==> src/rtl/l15_req_arbiter.sv <==
// l15_req_arbiter: arbitrates instruction-fill, load-miss and write-through store
// requests onto a single L1.5 request channel.
//   clk_i, rst_ni                       clock, asynchronous active-low reset
//   icache_req_i/_addr_i, icache_gnt_o  instruction fill requester
//   dload_req_i/_addr_i, dload_gnt_o    dcache load-miss requester
//   dstore_req_i/_addr_i/_data_i, dstore_gnt_o  write-through store requester
//   l15_val_o, l15_ack_i                L1.5 request handshake
//   l15_rqtype_o/_addr_o/_data_o        registered request payload (0 ifill, 1 load, 2 store)
//   store_ack_i                         one pulse per store completed by L1.5
//   stores_pending_o                    outstanding store count
// Define WT_L15_ARB_RR_EN for round-robin arbitration (icache->load->store, last
// winner lowest); otherwise fixed priority store > load > icache.
module l15_req_arbiter #(
    parameter int AddrWidth            = 64,
    parameter int DataWidth            = 64,
    parameter int MaxOutstandingStores = 7,
    localparam int CntWidth            = $clog2(MaxOutstandingStores + 1)
) (
    input  logic                 clk_i,
    input  logic                 rst_ni,
    input  logic                 icache_req_i,
    input  logic [AddrWidth-1:0] icache_addr_i,
    output logic                 icache_gnt_o,
    input  logic                 dload_req_i,
    input  logic [AddrWidth-1:0] dload_addr_i,
    output logic                 dload_gnt_o,
    input  logic                 dstore_req_i,
    input  logic [AddrWidth-1:0] dstore_addr_i,
    input  logic [DataWidth-1:0] dstore_data_i,
    output logic                 dstore_gnt_o,
    output logic                 l15_val_o,
    input  logic                 l15_ack_i,
    output logic [1:0]           l15_rqtype_o,
    output logic [AddrWidth-1:0] l15_addr_o,
    output logic [DataWidth-1:0] l15_data_o,
    input  logic                 store_ack_i,
    output logic [CntWidth-1:0]  stores_pending_o
);
    typedef enum logic {IDLE, BUSY} state_t;

    localparam logic [CntWidth-1:0] CntMax = CntWidth'(MaxOutstandingStores);

    state_t     state, state_nxt;
    logic [2:0] elig, win;
    logic       go, inc, dec;

    // bit 0 icache, bit 1 load, bit 2 store; a full store window only masks the store
    assign elig = {dstore_req_i && stores_pending_o < CntMax, dload_req_i, icache_req_i};
    assign go   = state == IDLE && |elig;

`ifdef WT_L15_ARB_RR_EN
    logic [1:0] ptr;
    logic [2:0] rot, pick;

    // rotate so the pointed-to requester sits at bit 0, pick lowest, rotate back
    always_comb begin
        rot  = ptr == 2'd1 ? {elig[0], elig[2], elig[1]} :
               ptr == 2'd2 ? {elig[1], elig[0], elig[2]} : elig;
        pick = rot[0] ? 3'b001 : rot[1] ? 3'b010 : rot[2] ? 3'b100 : 3'b000;
        win  = ptr == 2'd1 ? {pick[1], pick[0], pick[2]} :
               ptr == 2'd2 ? {pick[0], pick[2], pick[1]} : pick;
    end

    // pointer moves to the requester after the winner
    always_ff @(posedge clk_i or negedge rst_ni)
        if (!rst_ni) ptr <= 2'd0;
        else if (go) ptr <= win[0] ? 2'd1 : win[1] ? 2'd2 : 2'd0;
`else
    assign win = elig[2] ? 3'b100 : elig[1] ? 3'b010 : elig[0] ? 3'b001 : 3'b000;
`endif

    always_ff @(posedge clk_i or negedge rst_ni)
        if (!rst_ni) state <= IDLE;
        else state <= state_nxt;

    always_comb
        state_nxt = state == IDLE ? (go ? BUSY : IDLE) : (l15_ack_i ? IDLE : BUSY);

    // grants are gated by rst_ni so none can appear while reset is asserted
    always_comb begin
        l15_val_o = state == BUSY;
        {dstore_gnt_o, dload_gnt_o, icache_gnt_o} = win & {3{go && rst_ni}};
    end

    always_ff @(posedge clk_i or negedge rst_ni)
        if (!rst_ni) begin
            l15_rqtype_o <= 2'd0;
            l15_addr_o   <= '0;
            l15_data_o   <= '0;
        end else if (go) begin
            l15_rqtype_o <= win[2] ? 2'd2 : win[1] ? 2'd1 : 2'd0;
            l15_addr_o   <= win[2] ? dstore_addr_i : win[1] ? dload_addr_i : icache_addr_i;
            l15_data_o   <= win[2] ? dstore_data_i : '0;
        end

    // an ack with nothing outstanding is dropped rather than wrapping the count
    assign inc = go && win[2];
    assign dec = store_ack_i && stores_pending_o != '0;

    always_ff @(posedge clk_i or negedge rst_ni)
        if (!rst_ni) stores_pending_o <= '0;
        else stores_pending_o <= stores_pending_o + CntWidth'(inc) - CntWidth'(dec);

    always @(posedge clk_i)
        if (rst_ni)
            assert (!(store_ack_i && stores_pending_o == '0))
            else $warning("store_ack_i received with no stores pending");
endmodule

==> config.mk <==
export PLATFORM = sky130hd
export DESIGN_NAME = l15_req_arbiter
export DESIGN_NICKNAME = d
export VERILOG_FILES = /design/src/rtl/l15_req_arbiter.sv
export SDC_FILE = /design/constraint.sdc
export NUM_CORES = 1
export LEC_CHECK = 0
export BUFFER_PORTS_ARGS = -buffer_cell sky130_fd_sc_hd__clkbuf_2
export CAP_MARGIN = 20
export CELL_PAD_IN_SITES_DETAIL_PLACEMENT = 0
export CELL_PAD_IN_SITES_GLOBAL_PLACEMENT = 1
export CORE_ASPECT_RATIO = 0.5
export CORE_MARGIN = 1.5
export CORE_UTILIZATION = 30
export CTS_CLUSTER_SIZE = 16
export DETAILED_ROUTE_END_ITERATION = 16
export HOLD_SLACK_MARGIN = 0.08
export PLACE_DENSITY_LB_ADDON = 0.1
export SETUP_SLACK_MARGIN = 0.3
export SLEW_MARGIN = 25
export SYNTH_ARGS = -nofsm -noshare
export SYNTH_HDL_FRONTEND = slang
export SYNTH_SLANG_ARGS = --single-unit
==> constraint.sdc <==
create_clock -name clk_i -period 2.52 [get_ports clk_i]
set_input_delay 0.126 -clock clk_i [delete_from_list [all_inputs] [get_ports clk_i]]
set_output_delay 0.126 -clock clk_i [all_outputs]
set_load 0.05 [all_outputs]
==> impl_results.md <==
* Status: completed
* Most Frequent Cell on Critical Path: ha_4
* ANT nets after route at 0
* WP data arrival at 2.37 ns
* Die height at 108 um
* Routed WL at 20.3 mm
* Die span in x at 212 um
* RSZ-0062 raised after global routing: no
* Max cap viols at 0
* Clk root buf: clkbuf_16
* Grt ovf at 0
* DRT iter0 DRCs at 176
* Leading area contributor after synthesis: dfrtp_1
* Worst r2r path cells at 9
* GR Util All Layers at 17.5%
* Vias in the first global route at 5845
* Post-layout minimum cycle time at 2.04 ns
* Synth top area share at 50.9%
* Setup bufs post-CTS at 0
* Worst slack, placed at roughly 0.47 ns
* Number of CTS-inserted buffers at 17
* Kind of critical path: register to register
* Max Slew Vio Count at 0
* Hold path cells at 3
* Mean area per synthesized cell at 14.6 um^2
* Critical Path Source Type: register
* Row count at 38
* Largest net degree at the start of global routing at between 60 and 70
* Crit path required time at 2.85 ns
* Clock-pin slew on the worst setup and hold paths at 0.06 ns
* Full die area at 22900 um^2
* Synth top area cells: dfrtp_1 (51%), mux2_2 (28%), a22o_1 (8.6%)
* H-tree Lvls at 4
* CTS Buffer Depth at 2
* Number of synthesized register bits at between 100 and 150
* Share of layout cells above drive strength 1 at 65.8%
* Final Hold Fails at 0
* Routed vias/inst at 4.42
* Setup ws final at 0.477 ns
* Clock skew at a little over 0.009 ns
* Worst slew pin tran at 0.705 ns
* DR WL/cell at about 16 um
* RePlAce Congestion at around 0.74
* Ant. Diodes at 0
* Post-Route Setup TNS at 0 ns
* Synth warn at 0
* CTS tree: yes
* Syn Inst Count at 450
* Via count at 5658
* RR Startpoint: stores_pending_o[1]
* Power Density at 1250 nW/um^2
* First-pass GRT wire length at 30.6 mm
* PortBufs at 399
* RR Endpoint: stores_pending_o[2]
* Post-Syn Area at 6580 um^2
* Max VDD drop at 0.725 mV
* Fin nets at 1234
* Crit path largest cell delay at between 0.4 and 0.5 ns
* Distinct cells, synth at 21
* FILL cells at 1990
* Tcrit/Tclk final at 81.1%
* Crit-path slowest cell: dfrtp_2
* Post-route DRC violation count at 0
* Sequential area share after synthesis at between 50% and 60%
* Starting Density at 30.5%
* Worst Setup EP: stores_pending_o[2]
* Final setup vio count at 0
* Initial antenna violation count at 0
* Clock sinks at 134
* Clk_lat worst skew at 0.42 ns
* DP HPWL at 14.5 mm
* CP Capture Type: register
* Crit path cell chain: ha_4, a21bo_4, nor2_4, inv_2, ha_4, inv_2, ha_4, fa_2, xnor2_1
* Mapped Nets at 717
* Worst slew margin at 53.0%
* Worst Setup SP: stores_pending_o[1]
* TritonRoute pass-1 iters at 4
* Core Region at 21600 um^2
* Crit-path max FO at 6
* Hold crit path type: primary input to register
* Maximum clock frequency at 0.490 GHz
* Number of top-level pins at 400
* Syn-to-layout area delta at 63.4%
* Leakage Power at approximately 5.4 nW
* R2R Setup Slk at 0.48 ns
[sequential cells by signal, summed over array words and instances, names as in the netlist]
| signal | flops |
|---|---|
| stores_pending_o | 3 |
| l15_val_o | 1 |
| l15_rqtype_o | 2 |
| l15_addr_o | 64 |
| l15_data_o | 64 |
[cell usage after synthesis, drive strengths merged]
library cell / n
xnor2: 1
fa: 1
buf: 32
ha: 3
o31a: 1
a22o: 65
a21oi: 1
mux2: 192
a21boi: 1
nor2: 3
clkbuf: 3
and4b: 1
o21ai: 2
and3: 2
a21o: 2
dfrtp: 134
a21bo: 1
inv: 5
[routing by layer]
layer	part of all wire (%)	track usage [%]
met1	40	20.4
met2	53	31.4
met3	5.7	4.32
met4	1.4	5.72
met5	0	0
[cell families (layout without fill, tap and decap cells)]
group                    after synthesis  in the layout  synth area share [%]
AND/OR/NAND/NOR                        6              6                 0.513
AO/OA/AOI/OAI                         73             73                  9.68
XOR/XNOR                               1              1                 0.133
flip-flops                           134            134                  50.9
buffers and inverters                 40            570                  3.48
adder cells (fa/ha/maj)                4              4                 0.874
multiplexers                         192            192                  34.4
[stage by stage]
step / power (mW) / instances / hold slack [ns] / instance area, um^2 / utilization (%)
floorplan: 9.21 / 450 / -0.170 / 6650 / -
global placement: 11.0 / 1124 / 0.135 / 8950 / 41.5
detailed placement: 11.1 / 1124 / 0.135 / 8950 / 41.5
CTS: 13.7 / 1280 / 0.0824 / 10800 / 49.8
global route: 14.2 / 1280 / 0.0894 / 10800 / 49.8
finish: 13.5 / 1280 / 0.0964 / 10800 / 49.8
[cell usage in the layout (no fill, tap or decap), types with 2 or more instances in the layout]
master	Yosys	layout
mux2_2	165	165
dlygate4sd3_1	0	124
clkinv_4	0	2
buf_4	3	6
ha_4	0	3
nor2_1	3	2
buf_12	0	5
inv_2	0	2
clkbuf_2	0	397
mux2_4	27	27
dfrtp_2	0	2
and3_1	2	2
inv_1	5	3
dfrtp_1	134	132
o21ai_0	2	2
a22o_1	65	65
inv_6	0	6
clkbuf_16	0	17
clkbuf_8	0	2
clkinvlp_4	0	4
[power by group]
group	switching (mW)	total (mW)	leakage (nW)	internal, mW
clock	1.05	2.38	0.266	1.34
sequential	0.537	3.65	1.65	3.12
combinational	5.07	7.44	3.48	2.37
total	6.65	13.5	5.39	6.83
[what timing repair did]
item / 4_1_cts / 5_1_grt
hold endpoints to repair: 171 / 0
hold buffers: 124 / 0
resized for setup: 0 / 0
[critical path, delay by kind of cell (launching register included)]
kind,cells,cell delay [ns]
buffers and inverters,2,0.08
XOR/XNOR,1,0.17
AO/OA/AOI/OAI,1,0.25
flip-flops,1,0.43
AND/OR/NAND/NOR,1,0.12
adder cells (fa/ha/maj),4,0.89
[area by class of cell]
cell class              instances  area, um^2  share of cell area (%)
clock buffers                  19         453                    4.21
clock inverters                13         111                    1.04
inverters                       5        18.8                   0.175
multi-input cells             276        3060                    28.4
flip-flops and latches        134        3360                    31.2
well taps                     300         375                    3.49
repair buffers                533        3380                    31.5
[how the worst min path moves through the flow]
stage                           to  slack [ns]              start
CTS                  l15_addr_o[3]        0.08   dstore_addr_i[3]
detailed placement  l15_addr_o[44]        0.14             rst_ni
floorplan            l15_addr_o[0]       -0.17             rst_ni
global route        l15_addr_o[25]        0.09  dstore_addr_i[25]
global placement    l15_addr_o[47]        0.14             rst_ni
finish               l15_addr_o[3]         0.1   dstore_addr_i[3]
Note: power is estimated with default switching activity, not from simulation.
